[src/rtl/uart_transmitter_if.sv]
// UART transmitter port bundle: data source, enable and baud tick in,
// serial line and busy flag out.
interface uart_transmitter_if;
  logic [7:0] Tx_DATA;
  logic       Tx_WR;
  logic       Tx_EN;
  logic       Tx_sample_ENABLE;
  logic       TxD;
  logic       Tx_BUSY;

  modport master (
    output Tx_DATA,
    output Tx_WR,
    output Tx_EN,
    output Tx_sample_ENABLE,
    input  TxD,
    input  Tx_BUSY
  );

  modport slave (
    input  Tx_DATA,
    input  Tx_WR,
    input  Tx_EN,
    input  Tx_sample_ENABLE,
    output TxD,
    output Tx_BUSY
  );
endinterface

[src/rtl/uart_transmitter.sv]
// UART transmitter: 8E1 frames (start, D0..D7 LSB first, even parity, stop),
// each bit held for 16 ticks of the 16x baud sample enable.
module uart_transmitter (
  input  logic               clk,
  input  logic               reset,
  uart_transmitter_if.slave  tx
);

  typedef enum logic [2:0] {
    IDLE,
    START,
    DATA,
    PARITY,
    STOP
  } state_t;

  state_t      state_q, state_d;
  logic [3:0]  cnt_q, cnt_d;
  logic [2:0]  bit_q, bit_d;
  logic [7:0]  shreg_q, shreg_d;
  logic        par_q, par_d;
  logic        txd_q, txd_d;
  logic        busy_q, busy_d;
  logic        accept;
  logic        last_tick;

  assign accept    = tx.Tx_WR & tx.Tx_EN & ~busy_q;
  assign last_tick = tx.Tx_sample_ENABLE & (cnt_q == 4'd15);

  always_ff @(posedge clk) begin
    if (reset) begin
      state_q <= IDLE;
      cnt_q   <= 4'd0;
      bit_q   <= 3'd0;
      shreg_q <= 8'h00;
      par_q   <= 1'b0;
      txd_q   <= 1'b1;
      busy_q  <= 1'b0;
    end else begin
      state_q <= state_d;
      cnt_q   <= cnt_d;
      bit_q   <= bit_d;
      shreg_q <= shreg_d;
      par_q   <= par_d;
      txd_q   <= txd_d;
      busy_q  <= busy_d;
    end
  end

  always_comb begin
    state_d = state_q;
    cnt_d   = cnt_q;
    bit_d   = bit_q;
    shreg_d = shreg_q;
    par_d   = par_q;
    txd_d   = txd_q;
    busy_d  = busy_q;
    if (state_q == IDLE) begin
      // a tick coinciding with acceptance is deliberately not counted
      if (accept) begin
        state_d = START;
        cnt_d   = 4'd0;
        bit_d   = 3'd0;
        shreg_d = tx.Tx_DATA;
        par_d   = ^tx.Tx_DATA;
        txd_d   = 1'b0;
        busy_d  = 1'b1;
      end
    end else if (tx.Tx_sample_ENABLE) begin
      cnt_d = cnt_q + 4'd1;
      if (last_tick) begin
        unique case (state_q)
          START: begin
            state_d = DATA;
            bit_d   = 3'd0;
            txd_d   = shreg_q[0];
          end
          DATA: begin
            if (bit_q == 3'd7) begin
              state_d = PARITY;
              txd_d   = par_q;
            end else begin
              bit_d   = bit_q + 3'd1;
              shreg_d = {1'b0, shreg_q[7:1]};
              txd_d   = shreg_q[1];
            end
          end
          PARITY: begin
            state_d = STOP;
            txd_d   = 1'b1;
          end
          STOP: begin
            state_d = IDLE;
            txd_d   = 1'b1;
            busy_d  = 1'b0;
          end
          default: begin
            state_d = IDLE;
            txd_d   = 1'b1;
            busy_d  = 1'b0;
          end
        endcase
      end
    end
  end

  assign tx.TxD     = txd_q;
  assign tx.Tx_BUSY = busy_q;

endmodule

[src/flat_wrapper.sv]
// flat-port wrapper written by rule: the top's interface ports become plain ports
module uart_transmitter_flat 
  (clk, reset, tx_Tx_DATA, tx_Tx_WR, tx_Tx_EN, tx_Tx_sample_ENABLE, tx_TxD, tx_Tx_BUSY);
  uart_transmitter_if tx_i ();
  input  logic clk;
  input  logic reset;
  input wire logic [$bits(tx_i.Tx_DATA)-1:0] tx_Tx_DATA;
  input wire logic [$bits(tx_i.Tx_WR)-1:0] tx_Tx_WR;
  input wire logic [$bits(tx_i.Tx_EN)-1:0] tx_Tx_EN;
  input wire logic [$bits(tx_i.Tx_sample_ENABLE)-1:0] tx_Tx_sample_ENABLE;
  output wire logic [$bits(tx_i.TxD)-1:0] tx_TxD;
  output wire logic [$bits(tx_i.Tx_BUSY)-1:0] tx_Tx_BUSY;
  assign tx_i.Tx_DATA = tx_Tx_DATA;
  assign tx_i.Tx_WR = tx_Tx_WR;
  assign tx_i.Tx_EN = tx_Tx_EN;
  assign tx_i.Tx_sample_ENABLE = tx_Tx_sample_ENABLE;
  assign tx_TxD = tx_i.TxD;
  assign tx_Tx_BUSY = tx_i.Tx_BUSY;
  uart_transmitter u_core (.clk(clk), .reset(reset), .tx(tx_i));
endmodule
[config.mk]
export PLATFORM = sky130hd
export DESIGN_NAME = uart_transmitter_flat
export DESIGN_NICKNAME = d
export VERILOG_FILES = /design/src/rtl/uart_transmitter_if.sv /design/src/rtl/uart_transmitter.sv /design/src/flat_wrapper.sv
export SDC_FILE = /design/constraint.sdc
export NUM_CORES = 1
export LEC_CHECK = 0
export CORE_UTILIZATION = 49
export DETAILED_ROUTE_END_ITERATION = 16
export GPL_ROUTABILITY_DRIVEN = 0
export GPL_TIMING_DRIVEN = 0
export PLACE_DENSITY = 0.75
export SETUP_SLACK_MARGIN = 0.5
export SYNTH_ARGS = -nofsm -noshare
export SYNTH_HDL_FRONTEND = slang
export SYNTH_SLANG_ARGS = --single-unit
[constraint.sdc]
create_clock -name clk -period 1.8 [get_ports clk]
set_input_delay 0.18 -clock clk [delete_from_list [all_inputs] [get_ports clk]]
set_output_delay 0.18 -clock clk [all_outputs]
set_load 0.02 [all_outputs]
==> tab_implementation.tex <==
\begin{tabular}{lr}
\hline
Metric & Value \\
\hline
\multicolumn{2}{l}{\textbf{Synth}} \\
\quad Synth Area in Simple Gates & 0.1670 \\
\quad Count of cell types in the netlist & 40 \\
\quad Number of enable-type register cells in the synthesized netlist & 0 \\
\quad Portion of the post-synthesis area used by sequential elements & 0.3485 \\
\quad Mapped Area & $\sim$1200 sq um \\
\quad Share of async-settable or async-resettable flops after synthesis & 0 \\
\quad Synthesized net count & 142 \\
\quad Syn avg cell area & approximately 9.6 sq um \\
\quad Adder-cell share of the synthesized area & 0.03112 \\
\quad Cell count after synthesis & about 130 \\
\quad Number of synthesized register bits & 21 \\
\quad Dominant register cell in the synthesized netlist & sky130\_fd\_sc\_hd\_\_dfxtp\_1 \\
\quad Total number of yosys warnings & 0 \\
\quad Xor and xnor area share after synthesis & 0.06535 \\
\quad Share of synthesized area spent on multiplexers & 0.08402 \\
\quad Post-synthesis compound-gate area fraction & 0.2324 \\
\quad Largest family of logic cells by synthesized area & compound AO/OA/AOI/OAI gates \\
\multicolumn{2}{l}{\textbf{Placed design}} \\
\quad \# port buffers & 14 \\
\quad Dpl cell area & approximately 1400 sq um \\
\quad DP HPWL & $\sim$1.8 mm \\
\quad Number of instances in the placed design & about 170 \\
\quad Worst setup slack after placement & -0.1363 ns \\
\multicolumn{2}{l}{\textbf{Timing}} \\
\quad Clock period minus worst slack & 1.663 ns \\
\quad Final setup violation count & 0 \\
\quad Hold Vio Cnt, Final & 0 \\
\quad Post-route fraction of the period consumed by the critical path & 0.9237 \\
\quad Maximum operating frequency & 0.6015 GHz \\
\quad Final max-slew violation count & 0 \\
\quad Worst Slack Setup Final & 0.1374 ns \\
\quad Layout Skew & 0.009595 ns \\
\quad Worst slew slack as a fraction of its limit & 0.5480 \\
\quad Transition time of the tightest slew-check pin & $\sim$0.68 ns \\
\quad Unrepaired setup endpoints after global routing & yes \\
\quad TNS Setup & 0 ns \\
\multicolumn{2}{l}{\textbf{CTS}} \\
\quad CTS root buf & sky130\_fd\_sc\_hd\_\_clkbuf\_4 \\
\quad Clock buffer count from CTS & 3 \\
\quad Number of clock sinks & 21 \\
\quad Max H-tree Level & 1 \\
\quad Longest Clk Path Bufs & 2 \\
\quad Number of hold buffers added after CTS & 0 \\
\quad Clock transition at the registers of the reported paths & around 0.13 ns \\
\quad TritonCTS clock tree & yes \\
\quad Worst skew pair latency & around 0.31 ns \\
\multicolumn{2}{l}{\textbf{GRT}} \\
\quad Global-route track usage on met2 & 0.3874 \\
\quad GR met1 Demand/Resource & 0.3092 \\
\quad Antenna violations before repair & 0 \\
\quad First-pass GRT wire length & between 4 and 5 mm \\
\quad Met3 GRT Util & 0.03509 \\
\quad Largest net degree at the start of global routing & 12 \\
\quad Highest-utilization routing layer at the global route stage & met2 \\
\quad Vias in the first global route & roughly 1000 \\
\quad Global-route total usage across every layer & 0.2363 \\
\quad Total congestion overflow after global routing & 0 \\
\multicolumn{2}{l}{\textbf{Power and ir drop}} \\
\quad Switching power of the nets & between 300 and 400 uW \\
\quad Cell Pwr Density & roughly 590 nW/um\^{}2 \\
\quad Internal power of the cells & 720.7 uW \\
\quad VDD IR max & 0.5741 mV \\
\quad Post-layout total power & 1026 uW \\
\quad Combinational cell fraction of total power & 0.279 \\
\quad Leakage power & approximately 0.00065 uW \\
\quad Fraction of power consumed by the clock network & 0.232 \\
\quad Sequential group share of total power & 0.489 \\
\quad Switching part of the total & 0.2978 \\
\multicolumn{2}{l}{\textbf{Die}} \\
\quad Site row count & 17 \\
\quad Initial core utilization & 0.5300 \\
\quad Core ar. & roughly 2300 sq um \\
\quad Die area & roughly 2700 sq um \\
\quad \# IOs & 15 \\
\quad Die Y & approximately 52 microns \\
\quad Width of the die & about 52 microns \\
\multicolumn{2}{l}{\textbf{Setup path}} \\
\quad Startpoint kind of the worst setup timing path & flip-flop \\
\quad Critical path class & reg -> reg \\
\quad Endpoint type of the worst setup path & flip-flop \\
\quad Maximum fanout along the worst path & 5 \\
\quad Worst EP required & $\sim$2 ns \\
\quad Slack of the worst reg-to-reg path & 0.14 ns \\
\quad Arrival time of the worst setup path & roughly 1.9 ns \\
\multicolumn{2}{l}{\textbf{Finish}} \\
\quad Final-layout fill cell count & roughly 160 \\
\quad Area of combinational cells with multiple inputs & 873.3 sq um \\
\quad Register area & between 400 and 500 sq um \\
\quad Layout area overhead & 45.23\% \\
\quad Cell area after layout & roughly 1800 sq um \\
\quad Final-stage net count & approximately 180 \\
\quad Fraction of layout cells with a size suffix above 1 & 0.4161 \\
\quad Count of inserted antenna diode cells & 0 \\
\quad Count of non-filler cells in the finished layout & between 150 and 200 \\
\multicolumn{2}{l}{\textbf{Drt}} \\
\quad Via density per instance & 5.926 \\
\quad Total detailed-routing wirelength & between 3 and 4 mm \\
\quad Number of routed nets with antenna violations & 0 \\
\quad First-pass iteration count of the detailed router & 4 \\
\quad Initial DRC count & 29 \\
\quad DR vias & between 1000 and 1500 \\
\quad Remaining design rule violation count & 0 \\
\quad Average wire per standard cell & approximately 17 microns \\
\multicolumn{2}{l}{\textbf{Hold path}} \\
\quad Classification of the worst-slack hold path & reg -> reg \\
\multicolumn{2}{l}{\textbf{Run status}} \\
\quad Outcome & finished, final reports clean \\
\multicolumn{2}{l}{\textbf{Job}} \\
\quad Reported max-cap violation count & 0 \\
\hline
\end{tabular}
==> final timing paths <==
kind         depth (start not counted)         endpoint              start
min reg2reg                          2  u_core.bit_q[0]    u_core.bit_q[0]
max                                  7     u_core.par_q  u_core.state_q[1]
min                                  2  u_core.bit_q[0]    u_core.bit_q[0]
max reg2reg                          7     u_core.par_q  u_core.state_q[1]
==> Yosys cell counts, types with 2 or more instances <==
cell type	number	area (sq um)
sky130_fd_sc_hd__a311oi_1	6	52.55
sky130_fd_sc_hd__nor3_1	4	20.02
sky130_fd_sc_hd__inv_1	3	11.26
sky130_fd_sc_hd__dfxtp_1	21	420.4
sky130_fd_sc_hd__a21oi_1	14	70.07
sky130_fd_sc_hd__o211ai_1	2	15.01
sky130_fd_sc_hd__a211oi_1	3	22.52
sky130_fd_sc_hd__o21ai_0	6	30.03
sky130_fd_sc_hd__mux2i_1	9	90.09
sky130_fd_sc_hd__nand3_1	3	15.01
sky130_fd_sc_hd__ha_1	3	37.54
sky130_fd_sc_hd__nand2_1	2	7.510
sky130_fd_sc_hd__xnor2_1	8	70.07
sky130_fd_sc_hd__and4_1	2	17.52
sky130_fd_sc_hd__or3_1	2	12.51
sky130_fd_sc_hd__nor2_1	11	41.29
sky130_fd_sc_hd__buf_6	4	45.04
==> state kept, by name (all words and copies together), names as in the netlist <==
signal and count:
u_core.bit_q 3, u_core.state_q 3, u_core.shreg_q 8, u_core.par_q 1, u_core.tx.TxD 1, u_core.cnt_q 4, u_core.tx.Tx_BUSY 1
==> power groups by stage <==
stage	clock network, uW	logic, uW	registers, uW
2_1_floorplan	0	146	514
3_3_place_gp	0	211	512
3_5_place_dp	0	215	513
4_1_cts	244	245	500
5_1_grt	262	305	504
6_report	238	286	502
==> stage by stage <==
| stage | hold WS (ns) | util |
|---|---|---|
| 2_1_floorplan | 0.2836 | - |
| 3_3_place_gp | 0.4854 | 0.6350 |
| 3_5_place_dp | 0.4923 | 0.6350 |
| 4_1_cts | 0.5032 | 0.7059 |
| 5_1_grt | 0.5272 | 0.7697 |
| 6_report | 0.5141 | 0.7697 |
==> critical path, stage by stage (launching register included) <==
cell                       delay (ns)
sky130_fd_sc_hd__dfxtp_4         0.37
sky130_fd_sc_hd__or3_4           0.36
sky130_fd_sc_hd__buf_6           0.14
sky130_fd_sc_hd__buf_6           0.11
sky130_fd_sc_hd__buf_6           0.12
sky130_fd_sc_hd__nor2_4          0.16
sky130_fd_sc_hd__nor2_1          0.08
sky130_fd_sc_hd__a211oi_1        0.23
==> cells in the final DEF (no fill, tap or decap), types with 6 or more instances in the layout <==
cell,n
sky130_fd_sc_hd__clkdlybuf4s50_1,12
sky130_fd_sc_hd__buf_6,10
sky130_fd_sc_hd__nor2_1,10
sky130_fd_sc_hd__a21oi_1,10
sky130_fd_sc_hd__buf_4,12
sky130_fd_sc_hd__a311oi_2,6
sky130_fd_sc_hd__mux2i_1,8
sky130_fd_sc_hd__xnor2_1,8
sky130_fd_sc_hd__dfxtp_1,15
==> cell families (layout without fill, tap and decap cells) <==
| kind of cell | Yosys count | count (layout) |
|---|---|---|
| AO/OA/AOI/OAI | 39 | 39 |
| buffers and inverters | 11 | 46 |
| AND/OR/NAND/NOR | 33 | 33 |
| adder cells (fa/ha/maj) | 3 | 3 |
| flip-flops | 21 | 21 |
| multiplexers | 10 | 10 |
| XOR/XNOR | 9 | 9 |
==> metal layers <==
metal / wire (microns) / vias up
met5: 0 / -
met2: 1644 / 33
met3: 100 / 12
met4: 76 / 0
met1: 1480 / 530
li1: - / 545
==> area by class of cell <==
| cell class | instances | area share |
|---|---|---|
| multi-input cells | 94 | 0.4986 |
| flip-flops and latches | 21 | 0.2471 |
| repair buffers | 31 | 0.1664 |
| plain buffers | 8 | 0.04643 |
| well taps | 28 | 0.02000 |
| clock buffers | 4 | 0.01500 |
| inverters | 3 | 0.006429 |
==> timing repair <==
| action | CTS | global route |
|---|---|---|
| setup endpoints to repair | 22 | 21 |
| hold endpoints to repair | 0 | 0 |
| pin swaps | 13 | 14 |
| setup buffers | 13 | 4 |
| gates cloned | 0 | 0 |
| gates resized for setup | 14 | 23 |
(Power assumes the default switching activity.)
